### src/rtl/rd_deserializer.sv
// Two-channel 12-bit serial word deserializer writing {ch1, ch0} words into a capture memory.
// Parity checking and error counting are enabled by defining RD_PARITY_CHECK_EN.
module rd_deserializer #(
    parameter int unsigned MEM_SIZE = 2048
) (
    input  logic        LOCAL_CLK,
    input  logic        RST_N,
    input  logic        ENABLE,
    input  logic        XFR_EN,
    input  logic        SERIAL_IN0,
    input  logic        SERIAL_IN1,
    output logic [10:0] WRT_ADDR,
    output logic [23:0] WRT_DATA,
    output logic        WE,
    output logic [1:0]  PAR_ERR,
    output logic        BUSY,
    output logic        DONE,
    output logic        PARTIAL,
    output logic [11:0] WORD_COUNT,
    output logic [11:0] ERR_COUNT0,
    output logic [11:0] ERR_COUNT1
);

    localparam int unsigned DATA_W   = 12;
    localparam int unsigned CNT_W    = 12;
    localparam int unsigned ADDR_W   = 11;
    localparam int unsigned BITCNT_W = 4;

    localparam logic [BITCNT_W-1:0] PARITY_SLOT = BITCNT_W'(DATA_W);
    localparam logic [CNT_W-1:0]    MEM_LIMIT   = CNT_W'(MEM_SIZE);
    localparam logic [CNT_W-1:0]    CNT_MAX     = '1;

    typedef enum logic [1:0] {
        IDLE   = 2'd0,
        SHIFT  = 2'd1,
        FULL   = 2'd2,
        FINISH = 2'd3
    } state_t;

    state_t              state;
    logic [DATA_W-1:0]   sr0;
    logic [DATA_W-1:0]   sr1;
    logic [BITCNT_W-1:0] bit_cnt;
    logic [1:0]          par_err_c;
    logic [CNT_W-1:0]    word_count_inc_c;

    // Odd parity over the 12 data bits plus the parity bit currently on the wire.
    always_comb begin
        par_err_c = '0;
`ifdef RD_PARITY_CHECK_EN
        par_err_c[0] = ~(^{sr0, SERIAL_IN0});
        par_err_c[1] = ~(^{sr1, SERIAL_IN1});
`endif
        word_count_inc_c = WORD_COUNT + CNT_W'(1);
    end

    always_ff @(posedge LOCAL_CLK or negedge RST_N) begin
        if (!RST_N) begin
            state      <= IDLE;
            sr0        <= '0;
            sr1        <= '0;
            bit_cnt    <= '0;
            WRT_ADDR   <= '0;
            WRT_DATA   <= '0;
            WE         <= 1'b0;
            PAR_ERR    <= '0;
            BUSY       <= 1'b0;
            DONE       <= 1'b0;
            PARTIAL    <= 1'b0;
            WORD_COUNT <= '0;
            ERR_COUNT0 <= '0;
            ERR_COUNT1 <= '0;
        end else begin
            WE   <= 1'b0;
            DONE <= 1'b0;

            // Address advances after every write strobe; wraps naturally at 2048.
            if (WE) begin
                WRT_ADDR <= WRT_ADDR + ADDR_W'(1);
            end

            if (!ENABLE) begin
                // Software disarm: silent abort, counters keep their values.
                state   <= IDLE;
                BUSY    <= 1'b0;
                bit_cnt <= '0;
            end else begin
                case (state)
                    IDLE: begin
                        if (XFR_EN) begin
                            state      <= SHIFT;
                            BUSY       <= 1'b1;
                            sr0        <= DATA_W'(SERIAL_IN0);
                            sr1        <= DATA_W'(SERIAL_IN1);
                            bit_cnt    <= BITCNT_W'(1);
                            WRT_ADDR   <= '0;
                            WORD_COUNT <= '0;
                            ERR_COUNT0 <= '0;
                            ERR_COUNT1 <= '0;
                            PARTIAL    <= 1'b0;
                        end
                    end

                    SHIFT: begin
                        if (!XFR_EN) begin
                            state   <= FINISH;
                            BUSY    <= 1'b0;
                            DONE    <= 1'b1;
                            bit_cnt <= '0;
                            if (bit_cnt != '0) begin
                                PARTIAL <= 1'b1;
                            end
                        end else if (bit_cnt == PARITY_SLOT) begin
                            // Parity slot: the 12 data bits are complete, emit the word.
                            WE         <= 1'b1;
                            WRT_DATA   <= {sr1, sr0};
                            PAR_ERR    <= par_err_c;
                            WORD_COUNT <= word_count_inc_c;
                            bit_cnt    <= '0;
                            if (par_err_c[0] && (ERR_COUNT0 != CNT_MAX)) begin
                                ERR_COUNT0 <= ERR_COUNT0 + CNT_W'(1);
                            end
                            if (par_err_c[1] && (ERR_COUNT1 != CNT_MAX)) begin
                                ERR_COUNT1 <= ERR_COUNT1 + CNT_W'(1);
                            end
                            if (word_count_inc_c == MEM_LIMIT) begin
                                state <= FULL;
                            end
                        end else begin
                            sr0     <= {sr0[DATA_W-2:0], SERIAL_IN0};
                            sr1     <= {sr1[DATA_W-2:0], SERIAL_IN1};
                            bit_cnt <= bit_cnt + BITCNT_W'(1);
                        end
                    end

                    FULL: begin
                        if (!XFR_EN) begin
                            state <= FINISH;
                            BUSY  <= 1'b0;
                            DONE  <= 1'b1;
                        end
                    end

                    FINISH: begin
                        state <= IDLE;
                    end

                    default: begin
                        state <= IDLE;
                        BUSY  <= 1'b0;
                    end
                endcase
            end
        end
    end

endmodule

### config.mk
export PLATFORM = sky130hd
export DESIGN_NAME = rd_deserializer
export DESIGN_NICKNAME = d
export VERILOG_FILES = /design/src/rtl/rd_deserializer.sv
export SDC_FILE = /design/constraint.sdc
export NUM_CORES = 1
export LEC_CHECK = 0
export CAP_MARGIN = 30
export CORE_ASPECT_RATIO = 1.2
export CORE_UTILIZATION = 28
export DETAILED_ROUTE_END_ITERATION = 12
export PLACE_DENSITY_LB_ADDON = 0.25
export SLEW_MARGIN = 10
export SYNTH_ARGS = -nofsm -noshare
export SYNTH_HDL_FRONTEND = slang
export SYNTH_SLANG_ARGS = --single-unit
### constraint.sdc
create_clock -name LOCAL_CLK -period 3.6 [get_ports LOCAL_CLK]
set_clock_uncertainty 0.1 [all_clocks]
set_input_delay 0.9 -clock LOCAL_CLK [delete_from_list [all_inputs] [get_ports LOCAL_CLK]]
set_output_delay 0.9 -clock LOCAL_CLK [all_outputs]
set_load 0.01 [all_outputs]
==> results of run 1 <==
metrics by stage:
stage	cell area (um^2)	instances	utilization, %	setup WS (ps)
floorplan	4010	430	-	1440
global placement	4560	613	34.0	676
detailed placement	4590	614	34.2	662
CTS	4930	630	36.8	992
global route	4930	630	36.8	838
finish	4930	630	36.8	998
how the worst max path moves through the flow:
| stage | endpoint | slack [ps] | cells past startpoint |
|---|---|---|---|
| after floorplan | state[1]$_DFFE_PN0P_ | 1440 | 8 |
| after global routing | WRT_DATA[16]$_DFFE_PN0P_ | 840 | 8 |
| after global placement | WRT_DATA[4]$_DFFE_PN0P_ | 680 | 8 |
| after CTS | WRT_DATA[2]$_DFFE_PN0P_ | 990 | 8 |
| after detailed placement | WRT_DATA[20]$_DFFE_PN0P_ | 660 | 8 |
| final | WRT_DATA[13]$_DFFE_PN0P_ | 1000 | 8 |
kinds of logic after synthesis:
group | synth area share [%]
buf+inv | 8.09
simple gates | 19.0
fa+ha+maj | 2.88
other cells | 0.0958
flops | 51.8
xor+xnor | 2.91
mux | 1.09
compound gates | 14.2
flip-flops by register name (all words and copies together), names as in the netlist:
signal	cells
WE	1
PARTIAL	1
WRT_DATA	24
DONE	1
WRT_ADDR	11
sr0	12
sr1	12
state	2
bit_cnt	4
BUSY	1
WORD_COUNT	12
power by group:
group / switching (mW) / leakage, nW / internal (mW) / total [mW]
clock: 0.371 / 0.167 / 0.682 / 1.05
combinational: 0.235 / 1.04 / 0.154 / 0.388
sequential: 0.0513 / 1.12 / 0.971 / 1.02
total: 0.657 / 2.32 / 1.81 / 2.46
Yosys cell counts, types with 2 or more instances:
| library cell | n | area, um^2 |
|---|---|---|
| o31ai_1 | 2 | 15.0 |
| buf_4 | 26 | 195 |
| mux2i_1 | 2 | 20.0 |
| nand3_1 | 13 | 65.1 |
| a31oi_1 | 3 | 18.8 |
| nand4_4 | 2 | 42.5 |
| dfrtp_1 | 81 | 2030 |
| mux2_2 | 2 | 22.5 |
| and3_1 | 6 | 37.5 |
| o21ai_0 | 29 | 145 |
| nor2b_1 | 2 | 12.5 |
| xnor2_1 | 6 | 52.6 |
| nand2_1 | 93 | 349 |
| clkbuf_1 | 17 | 63.8 |
| a22o_1 | 23 | 201 |
| xor2_1 | 7 | 61.3 |
| a211oi_1 | 3 | 22.5 |
| nand4_1 | 7 | 43.8 |
| a21oi_1 | 10 | 50.1 |
| or3_1 | 2 | 12.5 |
| buf_2 | 4 | 20.0 |
| inv_1 | 9 | 33.8 |
| nor2_1 | 25 | 93.8 |
| nand2b_1 | 2 | 12.5 |
| ha_1 | 9 | 113 |
routing by layer:
| layer | global-route usage, % | up-vias | part of all wire, % |
|---|---|---|---|
| met5 | 0 | - | 0 |
| met4 | 6.07 | 0 | 1.6 |
| met3 | 1.84 | 11 | 2.6 |
| met2 | 20.8 | 52 | 50 |
| met1 | 16.0 | 1460 | 46 |
| li1 | - | 1438 | - |
final cells by class:
type	count	area (um^2)
fill	1363	8480
clock buffer	10	229
multi-input combinational	292	1670
sequential	81	2030
tap	168	210
clock inverter	6	116
inverter	10	37.5
timing repair buffer	63	643
==> results.md, run 1 <==
- Fraction of registers with async set/reset: 100%
- Synth Flop Type: dfrtp_1
- # clock sinks: 81
- Drt via density: 4.70
- DR vias: 2,961
- Yosys cell types: 45
- Max FO, Critical Path: 20
- GRT Resource Usage Total: 12.7%
- Drt wl/cell: 13.7 um
- Fin Setup TNS: 0 ps
- Root Buffer: clkbuf_16
- Syn_area_per_cell: between 9 and 10 um^2
- Critical path endpoint category: register
- Final Hold Fails: 0
- Reg2Reg Setup Slack: between 1000 and 1500 ps
- Clk_lat worst skew: 330 ps
- Rows: 46
- CTS tree: built
- Setup crit start: ENABLE
- Peak VDD IR: 0.000235 V
- First-pass GRT wire length: 14,400 um
- Worst r2r src: WORD_COUNT[0]$_DFFE_PN0P_
- Maximum clock frequency: 384 MHz
- Worst slew margin: between 40% and 50%
- Count of hold buffers inserted by post-cts repair: 0
- Worst-Margin Slew: 795 ps
- HP Class: in -> async
- Post-synth EDFFs: 0
- Worst-path cell chain: clkdlybuf4s50_1, buf_4, and3_1, nand2_1, clkinv_1, buf_12, nand2_1, nand2_1
- Core area: 13,400 um^2
- Total grt overflow: 0
- Routed Antenna Nets: 0
- CTS HTree Levels: 3
- RSZ-0062 raised after global routing: no
- Worst Path Arrival: 2720 ps
- Ys Warns: 0
- DRC Markers: 0
- Crit share post-route: roughly 72%
- Post-CTS setup buffer count: 0
- Num CTS Buffers: 9
- GP Congestion: 0.787
- Power, Total: 2.46 mW
- Initial core utilization: 29.2%
- Synth Instances: approximately 410
- # IOs: 83
- Clock Tree Buf Depth: 2
- Startpoint types: input port
- Final Critical Period: 2600 ps
- Most used cell, CP: nand2_1
- R2r worst-path depth: 7
- Die height: 132 um
- Pleak: approximately 2.3 nW
- Slew Limit Fails: 0
- Slowest cell on the critical path: clkinv_1
- Share of layout cells above drive strength 1: 7.58%
- Largest net degree at the start of global routing: between 60 and 70
- Die Wd: 110 um
- Die area: 14,500 um^2
- Layout Area Growth over Synthesis: 26.0%
- Drt pass-1 iters: 4
- Outcome: finished, final reports clean
- CTS resizes: 0
- Mapped cell area: 3920 um^2
- CP Buf/Inv Count: 4
- Vias in the first global route: 2,895
- Power per cell area: 499 nW/um^2
- Required time worst endpoint: around 3700 ps
- CP peak stage delay: approximately 470 ps
- Iter 0 DRT Violations: 105
- Most common cell after layout, fill and taps aside: nand2_1
- Register bit total from synthesis: 81
- Hold_ws: about 340 ps
- Clk slew on worst S/H paths: 60 ps
- FF-to-FF End: state[1]$_DFFE_PN0P_
- Nets: 472
- Initial antenna violation count: 0
- WS Path Type: in -> reg
- Seq/Total Area, Yosys: between 50% and 60%
- Endpoints failing setup: 0
- Diodes inserted: 0
- Number of port buffers: 56
- Leading cell types in the layout, fill and taps excluded: 93 x nand2_1, 81 x dfrtp_1, 55 x clkdlybuf4s50_1
- CP top delay family: buffers and inverters
- WL final: 8600 um
- Max-cap viol count: 0
- Post-detail-place hpwl: approximately 6000 um
(Power assumes the default switching activity.)
==> run 2: changes to the inputs <==
Clock period 3.6 ns to 2.18 ns, I/O delays scaled along.
==> run 2 against run 1 <==
Effect of this change: routed wire length increased by 0.76%; global-route usage increased by 0.54 points; flip-flop and latch count unchanged; critical endpoint is now WORD_COUNT[5]; register-to-register slack got worse by 970 ps; cell area grew 2.2%; via count fell by 0.68%; first-iteration DRC count decreased by 1.9%; die area unchanged; combinational power increased by 80%; power grew 55%.
==> results.md, run 2 (synthesized netlist as in run 1, its figures left out) <==
- Area of the multi-input gates: 1690 um^2 (was 1670 um^2)
- Share of layout cells above drive strength 1: 11.2% (was 7.58%)
- Switch Pwr: 1.08 mW (was 0.657 mW)
- Critical path endpoint category: output pin (was register)
- Core area: 13,400 um^2 (unchanged)
- Vias in the first global route: 2,981 (was 2,895)
- Drt pass-1 iters: 4 (unchanged)
- Diodes inserted: 0 (unchanged)
- Required time worst endpoint: 1530 ps (was 3720 ps)
- CP top delay family: buffers and inverters (unchanged)
- HP Class: in -> async (unchanged)
- Leading cell types in the layout, fill and taps excluded: 93 x nand2_1, 79 x dfrtp_1, 55 x clkdlybuf4s50_1 (was 93 x nand2_1, 81 x dfrtp_1, 55 x clkdlybuf4s50_1)
- Final Critical Period: 2130 ps
- DR vias: 2,941 (was 2,961)
- Max FO, Critical Path: 10 (was 20)
- Clk pwr share: 37.4% (was 42.7%)
- Post-detail-place hpwl: 5910 um (was 5900 um)
- Drt via density: 4.58 (was 4.70)
- Biggest register: WRT_DATA (unchanged)
- Drt wl/cell: 13.5 um (was 13.7 um)
- CTS tree: built (unchanged)
- Die area: 14,500 um^2 (unchanged)
- Internal Dissipation: 2.73 mW (was 1.81 mW)
- RSZ-0062 raised after global routing: no (unchanged)
- First-pass GRT wire length: 15,100 um (was 14,400 um)
- Initial core utilization: 29.2% (unchanged)
- Slowest cell on the critical path: clkdlybuf4s50_1 (was clkinv_1)
- Sw Share: 28.3% (was 26.7%)
- Clock Tree Buf Depth: 2 (unchanged)
- Clk_lat worst skew: 330 ps (about the same)
- Power, Total: 3.81 mW (was 2.46 mW)
- DRC Markers: 0 (unchanged)
- GRT Resource Usage Total: 13.2% (was 12.7%)
- # clock sinks: 81 (unchanged)
- Pleak: 2.37 nW (was 2.32 nW)
- Total grt overflow: 0 (unchanged)
- Slew Limit Fails: 0 (unchanged)
- CTS resizes: 0 (unchanged)
- Initial antenna violation count: 0 (unchanged)
- Part of the power in combinational logic: 18.3% (was 15.8%)
- Clk slew on worst S/H paths: 60 ps (about the same)
- Endpoints failing setup: 0 (unchanged)
- CP Buf/Inv Count: 1 (was 4)
- Nets: 484 (was 472)
- Num CTS Buffers: 9 (unchanged)
- Most common cell after layout, fill and taps aside: nand2_1 (unchanged)
- Maximum clock frequency: 470 MHz
- Largest net degree at the start of global routing: 36 (was 65)
- Rows: 46 (unchanged)
- Die Wd: 110 um (unchanged)
- Layout Area Growth over Synthesis: 28.8% (was 26.0%)
- WS Path Type: reg -> out (was in -> reg)
- Number of port buffers: 56 (unchanged)
- CTS HTree Levels: 3 (unchanged)
- Power per cell area: 756 nW/um^2 (was 499 nW/um^2)
- Root Buffer: clkbuf_16 (unchanged)
- Fill count: 1,370 (was 1,363)
- WL final: 8670 um (was 8600 um)
- Crit share post-route: 97.6%
- # IOs: 83 (unchanged)
- Routed Antenna Nets: 0 (unchanged)
- Hold_ws: 75.3 ps (was 344 ps)
- GP Congestion: 0.780 (was 0.787)
- Reg2Reg Setup Slack: 160 ps (was 1130 ps)
- CP peak stage delay: 610 ps (was 470 ps)
- Peak VDD IR: 0.000344 V (was 0.000235 V)
- Sequential Power Share: 44.3% (was 41.5%)
- Worst Path Arrival: 1480 ps (was 2720 ps)
- Worst-path cell chain: clkdlybuf4s50_1 (was clkdlybuf4s50_1, buf_4, and3_1, nand2_1, clkinv_1, buf_12, nand2_1, nand2_1)
- Startpoint types: register (was input port)
- Max FFs per register: 24 (unchanged)
- Max-cap viol count: 0 (unchanged)
- Post-CTS setup buffer count: 0 (unchanged)
- Die height: 132 um (unchanged)
- Outcome: finished, final reports clean (unchanged)
- Count of hold buffers inserted by post-cts repair: 0 (unchanged)
- Iter 0 DRT Violations: 103 (was 105)
- Seq. cell area: 2030 um^2 (about the same)
- Final Hold Fails: 0 (unchanged)
[run 2: cell types whose count changed in the layout (fill, tap and decap cells not counted), moves of 3 or more]
| cell | previous run | this run |
|---|---|---|
| buf_12 | 1 | 7 |
| buf_4 | 6 | 12 |
| bufinv_16 | 3 | 0 |
| clkinv_4 | 3 | 0 |
[run 2: power by group through the flow]
stage | combinational (mW) | clock, mW | sequential (mW)
5_1_grt | 0.787 | 1.54 | 1.70
6_report | 0.697 | 1.43 | 1.69
3_3_place_gp | 0.691 | 0 | 1.71
3_5_place_dp | 0.702 | 0 | 1.72
4_1_cts | 0.706 | 1.47 | 1.69
2_1_floorplan | 0.469 | 0 | 1.70
[run 2: through the flow]
stage                     util, %  cell area, um^2  instances  setup TNS (ps)  setup WS [ps]
after global routing         37.6             5040        642               0           2.76
after global placement       35.3             4730        626            -135          -85.1
after floorplan                 -             4010        430               0           16.5
after CTS                    37.4             5020        642               0           10.1
final                        37.6             5040        642               0           53.3
after detailed placement     35.3             4730        626            -192           -105
[run 2: area by class of cell]
class	count	area share [%]
tap	168	4.17
clock inverter	4	0.521
inverter	10	0.745
multi-input combinational	292	33.5
sequential	81	40.3
clock buffer	12	5.09
timing repair buffer	75	15.7
[run 2: path summary, 6_finish.rpt]
kind                       cells past startpoint                  endpoint                       from
setup / recovery                               1             WORD_COUNT[5]  WORD_COUNT[5]$_DFFE_PN0P_
hold / removal                                 1     WRT_ADDR[9]$_DFF_PN0_                      RST_N
setup reg to reg                               7      state[1]$_DFFE_PN0P_  WORD_COUNT[0]$_DFFE_PN0P_
hold reg to reg                                2  WRT_DATA[11]$_DFFE_PN0P_        sr0[11]$_DFFE_PN0P_
max in group asynchronous                      2  WRT_DATA[13]$_DFFE_PN0P_                      RST_N
min in group LOCAL_CLK                         2  WRT_DATA[11]$_DFFE_PN0P_        sr0[11]$_DFFE_PN0P_
[run 2: worst register-to-register path: stages, from the launching register on]
cell     delay, ps
dfrtp_1        380
ha_2           220
and3_2         260
xnor2_2        150
nand4_1        160
nor4_4         300
a21o_2         190
mux2i_1        180
[run 2: layer usage]
layer / vias up / wire [um] / track usage [%]
met1: 1426 / 3850 / 17.6
met4: 0 / 135 / 4.89
li1: 1455 / - / -
met2: 52 / 4340 / 20.4
met5: - / 0 / 0
met3: 8 / 343 / 3.32
